### src/rtl/segment_stream_pkg.sv
// Shared types and default widths for the segment_stream datapath sequencer.
package segment_stream_pkg;

  localparam int unsigned DEF_DATA_W = 32;
  localparam int unsigned DEF_LEN_W  = 16;
  localparam int unsigned DEF_CNT_W  = 16;

  typedef enum logic [1:0] {
    IDLE = 2'd0,
    RUN  = 2'd1,
    STOP = 2'd2
  } seqState_t;

endpackage

### src/rtl/segment_stream_sequencer_axis_reg_slice.sv
// One-entry AXI4-Stream output register carrying tdata and tlast.
module segment_stream_sequencer_axis_reg_slice #(
  parameter int unsigned DATA_W = 32
) (
  input  logic              ACLK,
  input  logic              ARESETN,
  input  logic              load,
  input  logic [DATA_W-1:0] inData,
  input  logic              inLast,
  input  logic              outReady,
  output logic [DATA_W-1:0] outData,
  output logic              outValid,
  output logic              outLast
);

  // load is only raised when the slot is empty or draining this cycle
  always_ff @(posedge ACLK or negedge ARESETN) begin
    if (!ARESETN) begin
      outData  <= '0;
      outLast  <= 1'b0;
      outValid <= 1'b0;
    end else if (load) begin
      outData  <= inData;
      outLast  <= inLast;
      outValid <= 1'b1;
    end else if (outReady) begin
      outValid <= 1'b0;
    end
  end

endmodule

### src/rtl/segment_stream_sequencer.sv
// Cuts a continuous sample stream into TLAST-delimited AXI4-Stream segments,
// for a fixed number of segments or continuously until aborted.
module segment_stream_sequencer
  import segment_stream_pkg::*;
#(
  parameter int unsigned DATA_W = DEF_DATA_W,
  parameter int unsigned LEN_W  = DEF_LEN_W,
  parameter int unsigned CNT_W  = DEF_CNT_W
) (
  input  logic              ACLK,
  input  logic              ARESETN,
  input  logic              cfg_start,
  input  logic              cfg_abort,
  input  logic [LEN_W-1:0]  cfg_seg_len,
  input  logic [CNT_W-1:0]  cfg_num_seg,
  input  logic [DATA_W-1:0] s_axis_tdata,
  input  logic              s_axis_tvalid,
  output logic              s_axis_tready,
  output logic [DATA_W-1:0] m_axis_tdata,
  output logic              m_axis_tvalid,
  output logic              m_axis_tlast,
  input  logic              m_axis_tready,
  output logic              sts_busy,
  output logic              sts_done,
  output logic              sts_err,
  output logic [CNT_W-1:0]  sts_seg_count,
  output logic              seg_irq
);

  seqState_t        state, nextState;
  logic [LEN_W-1:0] segLen, beatCnt;
  logic [CNT_W-1:0] numSeg, segLoaded;
  logic             abortPend;
  logic             load, lastBeat, limitHit, abortAny, startOk, mHandshake;

  assign load       = s_axis_tvalid & s_axis_tready;
  assign lastBeat   = (beatCnt == LEN_W'(segLen - 1'b1));
  assign limitHit   = (numSeg != '0) && (CNT_W'(segLoaded + 1'b1) == numSeg);
  assign abortAny   = abortPend | cfg_abort;
  assign startOk    = cfg_start & (cfg_seg_len != '0);
  assign mHandshake = m_axis_tvalid & m_axis_tready;

  // State register
  always_ff @(posedge ACLK or negedge ARESETN) begin
    if (!ARESETN) state <= IDLE;
    else          state <= nextState;
  end

  // Next state: RUN ends on the final TLAST load, or at once if aborted on a segment boundary
  always_comb begin
    nextState = state;
    unique case (state)
      IDLE: if (startOk) nextState = RUN;
      RUN: begin
        if (load && lastBeat && (limitHit || abortAny))     nextState = STOP;
        else if (abortAny && !load && (beatCnt == '0))      nextState = STOP;
      end
      STOP: if (!m_axis_tvalid || m_axis_tready) nextState = IDLE;
      default: nextState = IDLE;
    endcase
  end

  // Outputs decoded from state
  always_comb begin
    s_axis_tready = 1'b0;
    sts_busy      = 1'b0;
    unique case (state)
      RUN: begin
        s_axis_tready = ~m_axis_tvalid | m_axis_tready;
        sts_busy      = 1'b1;
      end
      STOP:    sts_busy = 1'b1;
      default: ;
    endcase
  end

  // Run configuration, beat/segment counters and sticky status
  always_ff @(posedge ACLK or negedge ARESETN) begin
    if (!ARESETN) begin
      segLen        <= '0;
      numSeg        <= '0;
      beatCnt       <= '0;
      segLoaded     <= '0;
      abortPend     <= 1'b0;
      sts_done      <= 1'b0;
      sts_err       <= 1'b0;
      sts_seg_count <= '0;
      seg_irq       <= 1'b0;
    end else begin
      seg_irq <= mHandshake & m_axis_tlast;
      if (mHandshake && m_axis_tlast) sts_seg_count <= sts_seg_count + 1'b1;
      if ((state == RUN) && cfg_abort) abortPend <= 1'b1;
      if (load) begin
        if (lastBeat) begin
          beatCnt   <= '0;
          segLoaded <= segLoaded + 1'b1;
        end else begin
          beatCnt   <= beatCnt + 1'b1;
        end
      end
      if ((state == STOP) && (nextState == IDLE)) sts_done <= 1'b1;
      if ((state == IDLE) && cfg_start) begin
        if (startOk) begin
          segLen        <= cfg_seg_len;
          numSeg        <= cfg_num_seg;
          beatCnt       <= '0;
          segLoaded     <= '0;
          abortPend     <= 1'b0;
          sts_done      <= 1'b0;
          sts_err       <= 1'b0;
          sts_seg_count <= '0;
        end else begin
          sts_err <= 1'b1;
        end
      end
    end
  end

  segment_stream_sequencer_axis_reg_slice #(
    .DATA_W (DATA_W)
  ) u_outReg (
    .ACLK     (ACLK),
    .ARESETN  (ARESETN),
    .load     (load),
    .inData   (s_axis_tdata),
    .inLast   (lastBeat),
    .outReady (m_axis_tready),
    .outData  (m_axis_tdata),
    .outValid (m_axis_tvalid),
    .outLast  (m_axis_tlast)
  );

endmodule
### config.mk
export PLATFORM = sky130hd
export DESIGN_NAME = segment_stream_sequencer
export DESIGN_NICKNAME = d
export VERILOG_FILES = /design/src/rtl/segment_stream_pkg.sv /design/src/rtl/segment_stream_sequencer_axis_reg_slice.sv /design/src/rtl/segment_stream_sequencer.sv
export SDC_FILE = /design/constraint.sdc
export NUM_CORES = 1
export LEC_CHECK = 0
export ABC_AREA = 1
export BUFFER_PORTS_ARGS = -buffer_cell sky130_fd_sc_hd__clkbuf_2
export CORE_MARGIN = 2
export CORE_UTILIZATION = 35
export DETAILED_ROUTE_END_ITERATION = 6
export HOLD_SLACK_MARGIN = 0.06
export PLACE_DENSITY_LB_ADDON = 0.12
export SLEW_MARGIN = 20
export SYNTH_ARGS = -nofsm -noshare
export SYNTH_HDL_FRONTEND = slang
export SYNTH_SLANG_ARGS = --single-unit
### constraint.sdc
create_clock -name ACLK -period 2.7 [get_ports ACLK]
set_clock_uncertainty 0.1 [all_clocks]
set_input_delay 0.54 -clock ACLK [delete_from_list [all_inputs] [get_ports ACLK]]
set_output_delay 0.54 -clock ACLK [all_outputs]
set_load 0.05 [all_outputs]
**After elaboration in Yosys (flattened, before gate mapping)**

Cells that the tools add are included.

- Register bits: 120
- Input port bits: 70
- Logic and storage cells: 76

- Eq/ne operators: 4
- Mux-type cells: 27
- Bitwise operators: 7
- $add $sub $neg: 4
- Reduce and logical (&&, ||, !) cells: 21

Operator list:

| cell | number |
|---|---|
| $mux 16 | 11 |
| $add 16x1->16 const B | 3 |
| $eq 16x16->1 | 2 |
| $reduce_bool 16->1 | 2 |
| $logic_not 16->1 | 1 |
| $sub 16x1->16 const B | 1 |
| $mux 1 | 11 |
| $logic_and 1x1->1 | 9 |
| $mux 2 | 4 |
| $pmux 2 s3 | 1 |
| $and 1x1->1 | 4 |
| $logic_not 2->1 | 2 |
| $eq 2x1->1 const B | 1 |
| $eq 2x2->1 const B | 1 |
| $logic_not 1->1 | 2 |
| $logic_or 1x1->1 | 2 |
| $or 1x1->1 | 2 |
| $reduce_and 2->1 | 1 |
| $reduce_bool 2->1 | 1 |
| $reduce_or 2->1 | 1 |
| $not 1->1 | 1 |

**Logic depth before layout (Yosys ltp)**

- Depth after elaboration: 15
- Mapped depth: 20

**Cells and area by module**

From an unflattened synthesis, not the netlist that was laid out.

- Cell total of the unflattened synthesis: 890
- Area total of the unflattened synthesis: 6658.9 µm²

By module, submodules not included:

| module | times used | cells each | area an instance (µm²) | seq. area each (µm²) |
|---|---|---|---|---|
| segment_stream_sequencer | 1 | 746 | 5316.3 | 2152.1 |
| segment_stream_sequencer_axis_reg_slice | 1 | 144 | 1342.5 | 850.8 |

**Least setup slack after synthesis**

Ideal clock, no wire load.

- Path kind: register to register
- Start point: register state[1]
- End point: register beatCnt[15]
- Buffers on the path: 0
- Cell stages (with the launch flop): 16
- Data required time: 2.481 ns
- Slack: -0.004 ns
- Data arrival time: 2.485 ns
- Cell sequence: dfrtp_1 -> inv_1 -> ha_1 -> inv_1 -> nor2_2 -> nand2_2 -> nor2_1 -> nand4_1 -> nor2_1 -> nand2_1 -> nor2_1 -> nand3_1 -> nor2_1 -> nand3_1 -> xor2_1 -> nor2_1

- Longest elaborated chain between the ends: 6
- Elaborated cells on any way between the ends: 8
- Those cells by class: eq/ne: 1; mux: 4; bitwise: 1; reduce/logical: 2

Ends and longest elaborated chain:

| what | line | source |
|---|---|---|
| from (decl) | segment_stream_sequencer.sv:30 | `seqState_t state, nextState;` |
| from (signal assigned) | segment_stream_sequencer.sv:46 | `else state <= nextState;` |
| $eq 2x1->1 (*) | segment_stream_sequencer.sv:67 | `unique case (state)` |
| $mux 1 (*) | segment_stream_sequencer.sv:67 |  |
| net s_axis_tready | segment_stream_sequencer.sv:18 | `output logic s_axis_tready,` |
| $and 1x1->1 (*) | segment_stream_sequencer.sv:36 | `assign load = s_axis_tvalid & s_axis_tready;` |
| $mux 16 (*) | segment_stream_sequencer.sv:93 | `if (load) begin` |
| $mux 16 | segment_stream_sequencer.sv:103 | `if (startOk) begin` |
| $mux 16 (*) | segment_stream_sequencer.sv:102 | `if ((state == IDLE) && cfg_start) begin` |
| to (signal assigned) | segment_stream_sequencer.sv:98 | `beatCnt <= beatCnt + 1'b1;` |
| to (decl) | segment_stream_sequencer.sv:31 | `logic [LEN_W-1:0] segLen, beatCnt;` |

Mark *: on every way through the listed nets, which the timed path passes. The rest lies on a longest branch.
A chain may end at the register's enable or synchronous reset.

**Worst setup path in the final report**

- Start point: register segLen[0]
- End point: register sts_done

- Longest elaborated chain between the ends: 11

Ends and longest elaborated chain:

| what | line | source |
|---|---|---|
| from (decl) | segment_stream_sequencer.sv:31 |  |
| from (signal assigned) | segment_stream_sequencer.sv:104 | `segLen <= cfg_seg_len;` |
| $sub 16x1->16 (*) | segment_stream_sequencer.sv:37 | `assign lastBeat = (beatCnt == LEN_W'(segLen - 1'b1));` |
| $eq 16x16->1 (*) | segment_stream_sequencer.sv:37 |  |
| $logic_and 1x1->1 (*) (2 in a row) | segment_stream_sequencer.sv:55 | `if (load && lastBeat && (limitHit \|\| abortAny)) nextState = STOP;` |
| $mux 2 (*) | segment_stream_sequencer.sv:55 |  |
| $pmux 2 s3 (*) | segment_stream_sequencer.sv:52 | `unique case (state)` |
| $logic_not 2->1 (*) | segment_stream_sequencer.sv:101 | `if ((state == STOP) && (nextState == IDLE)) sts_done <= 1'b1;` |
| $logic_and 1x1->1 (*) | segment_stream_sequencer.sv:101 |  |
| $mux 1 (*) | segment_stream_sequencer.sv:101 |  |
| $mux 1 | segment_stream_sequencer.sv:103 |  |
| $mux 1 (*) | segment_stream_sequencer.sv:102 |  |
| to (signal assigned) | segment_stream_sequencer.sv:85 | `sts_done <= 1'b0;` |
| to (signal assigned) | segment_stream_sequencer.sv:101 |  |
| to (signal assigned) | segment_stream_sequencer.sv:109 | `sts_done <= 1'b0;` |
| to (decl) | segment_stream_sequencer.sv:24 | `output logic sts_done,` |

Every way passes the cells marked *; elsewhere a longest branch is shown, timed or not.

==> flow_metrics.env <==
export IMPL_clock_latency_ns=0.43
export IMPL_switchingPower_mw=3.79
export IMPL_syn_to_final_growth_pct=27.1
export IMPL_cp_start_kind="flip-flop"
export IMPL_fin_crit_ns=2.57
export IMPL_worstPathArrival_ns=2.83
export IMPL_status="finished, violations left"
export IMPL_async_flop_share_pct=100
export IMPL_wl_per_cell_um=13.9
export IMPL_synth_ff_type="dfrtp_1"
export IMPL_reg2regPathDepth=16
export IMPL_die_w_um=140
export IMPL_core_area_um2=18100
export IMPL_initial_core_util_pct=35.9
export IMPL_stdcell_count=1263
export IMPL_synth_simple_gate_area_share_pct=33.9
export IMPL_cts_clk_slew_worst_paths_ns=0.06
export IMPL_slew_viol_final=0
export IMPL_grt_max_degree=65
export IMPL_gp_congestion=0.886
export IMPL_max_slew_worst_pin_slew_ns=0.822
export IMPL_cap_violations=0
export IMPL_violations="DRC"
export IMPL_cp_end_kind="flip-flop"
export IMPL_dieArea_um2=19600
export IMPL_leakage_nw=4.28
export IMPL_yosysWarnings=0
export IMPL_synth_top_family_by_area="simple AND/OR/NAND/NOR gates"
export IMPL_routed_wl_um=17500
export IMPL_synth_edf_count=0
export IMPL_first_pass_iters=7
export IMPL_grt_ovfl_total=0
export IMPL_worstHoldPathType="input pin to flip-flop"
export IMPL_numPortBuffers=124
export IMPL_p_sw_share_pct=44.6
export IMPL_vias=5945
export IMPL_ir_worst_vdd_mv=0.619
export IMPL_maxClockFrequency_mhz=390
export IMPL_placedCellCount=1227
export IMPL_hold_depth=3
export IMPL_postSynthCellCount=877
export IMPL_grt_first_pass_wirelength_um=29500
export IMPL_fp_dieH_um=140
export IMPL_hpwl_um=12800
export IMPL_top_layer="met4"
export IMPL_cts_tree="yes"
export IMPL_synthMuxAreaShare_pct=0
export IMPL_met1_length_um=8810
export IMPL_met3_length_um=1080
export IMPL_pin_count=125
export IMPL_worst_path_max_fanout=4
export IMPL_ys_ff_latch=120
export IMPL_synth_cell_types=40
export IMPL_antenna_cells=0
export IMPL_num_rows=49
export IMPL_setup_tns_ns=0
export IMPL_cts_root_buffer="clkbuf_16"
export IMPL_period_share_pct=95.0
export IMPL_numCtsBuffers=17
export IMPL_ant_nets=0
export IMPL_most_common_layout_cells="nand2_1 (310), clkbuf_2 (123), dfrtp_1 (118)"
export IMPL_cp_required_ns=2.96
export IMPL_drc=3
export IMPL_wl_met2_um=7390
export IMPL_intPower_mw=4.71
export IMPL_final_common_cell="nand2_1"
export IMPL_cts_sinks=120
export IMPL_nets=1100
export IMPL_netlist_area_um2=6490
export IMPL_final_hold_viol_count=0
export IMPL_antenna_found_initial=0
export IMPL_h_tree_depth=4
export IMPL_synth_adder_area_share_pct=1.74
export IMPL_synthXorXnorAreaFrac_pct=4.51
export IMPL_syn_nets=956
export IMPL_clock_power_share_pct=27.7
export IMPL_fill_cells=1792
export IMPL_ys_seq_area_share_pct=46.3
export IMPL_avgSynthCellArea_um2=7.40
export IMPL_dr_first_iter_drc_count=397
export IMPL_power_frac_comb_pct=40.2
export IMPL_path_class="flip-flop to flip-flop"
export IMPL_powerDensity_nw_per_um2=1030
export IMPL_vias_per_cell=4.71
export IMPL_cts_buffer_depth=2
export IMPL_track_usage_pct=18.9
export IMPL_grt_pass1_vias=5767
export IMPL_seqPwrFrac_pct=32.0
export IMPL_drive_gt1_share_pct=21.7
export IMPL_slew_headroom_pct=44.7
export IMPL_synth_compound_area_share_pct=7.17
export IMPL_setup_viol=0
## worst max-delay path, stage by stage (launching register included)
cell	delay [ns]
dfrtp_1	0.41
inv_2	0.13
ha_4	0.17
nand2_4	0.09
o21ai_0	0.28
nand2_1	0.08
nand2_1	0.11
nand4_1	0.12
nor2_2	0.13
nand3_2	0.13
nor2_4	0.21
nand2_2	0.08
nand2_2	0.06
nand2_1	0.06
a21oi_2	0.12
nand2_1	0.07
a21oi_2	0.11
## timing repair
action,in CTS,in global routing
endpoints found under the hold margin,90,0
hold buffers,1,0
setup buffers,0,3
endpoints found under the setup margin,0,28
resized for setup,0,32
## flip-flops by register name (all words and copies together) (netlist names), 2 cells and up
register          flops
state                 2
segLen               16
u_outReg.outData     32
beatCnt              16
segLoaded            16
sts_seg_count        16
numSeg               16
## per-layer routing
layer	global-route usage, %	vias to the layer above
met5	0	-
met4	6.33	0
met3	5.50	20
met2	26.5	148
met1	27.7	2695
li1	-	3082
## logic make-up after synthesis
group	Yosys count
flops	120
compound gates	87
buf+inv	110
xor+xnor	31
fa+ha+maj	9
simple gates	520
## final timing paths
kind / from / end / slack, ns
min in group asynchronous: ARESETN / sts_seg_count[5] / 0.54
min reg2reg: u_outReg.outData[23] / u_outReg.outData[23] / 0.38
max reg2reg: segLen[0] / sts_done / 0.13
max: segLen[0] / sts_done / 0.13
max in group asynchronous: ARESETN / numSeg[12] / 1.62
min: s_axis_tdata[7] / u_outReg.outData[7] / 0.20
## power groups by stage
stage	combinational [mW]	sequential, mW	clock, mW
after global routing	3.81	2.80	2.50
after floorplan	1.63	3.51	0
after CTS	3.34	2.71	2.41
after detailed placement	3.34	2.72	0
final	3.42	2.72	2.36
after global placement	3.31	2.74	0
## cell usage after synthesis, types with 3 or more instances
library cell / number / share of area, %
a21oi_1: 27 / 2.1
a31oi_1: 3 / 0.29
buf_1: 3 / 0.17
clkbuf_1: 14 / 0.81
dfrtp_1: 120 / 46
ha_1: 9 / 1.7
inv_1: 87 / 5.0
inv_2: 3 / 0.17
nand2_1: 312 / 18
nand2_2: 6 / 0.58
nand3_1: 59 / 4.6
nand3b_1: 4 / 0.46
nand4_1: 16 / 1.5
nor2_1: 89 / 5.1
nor2_2: 6 / 0.58
nor2_4: 3 / 0.52
nor3_1: 6 / 0.46
nor4_1: 7 / 0.67
o21ai_0: 45 / 3.5
o21ai_1: 3 / 0.23
or2_2: 4 / 0.39
xnor2_1: 5 / 0.67
xor2_1: 24 / 3.2
## area by class of cell
class | instances | area (µm²) | area share (%)
Clock buffer | 17 | 425 | 5.16
Clock inverter | 15 | 178 | 2.16
Inverter | 91 | 344 | 4.17
Multi-Input combinational cell | 647 | 3190 | 38.7
Sequential cell | 120 | 3010 | 36.5
Tap cell | 229 | 287 | 3.48
Timing Repair Buffer | 144 | 817 | 9.91
## stage by stage
stage	utilization [%]	setup slack, ns	hold slack, ns	cell area, µm²	power (mW)
after floorplan	-	0.197	0.144	6490	5.13
after global placement	41.4	-0.0358	0.363	7490	6.06
after detailed placement	41.4	0.0142	0.365	7490	6.06
after CTS	44.8	0.0663	0.180	8110	8.47
after global routing	45.6	-0.0352	0.191	8240	9.10
final	45.6	0.135	0.196	8240	8.50
Note: power is estimated with default switching activity, not from simulation.
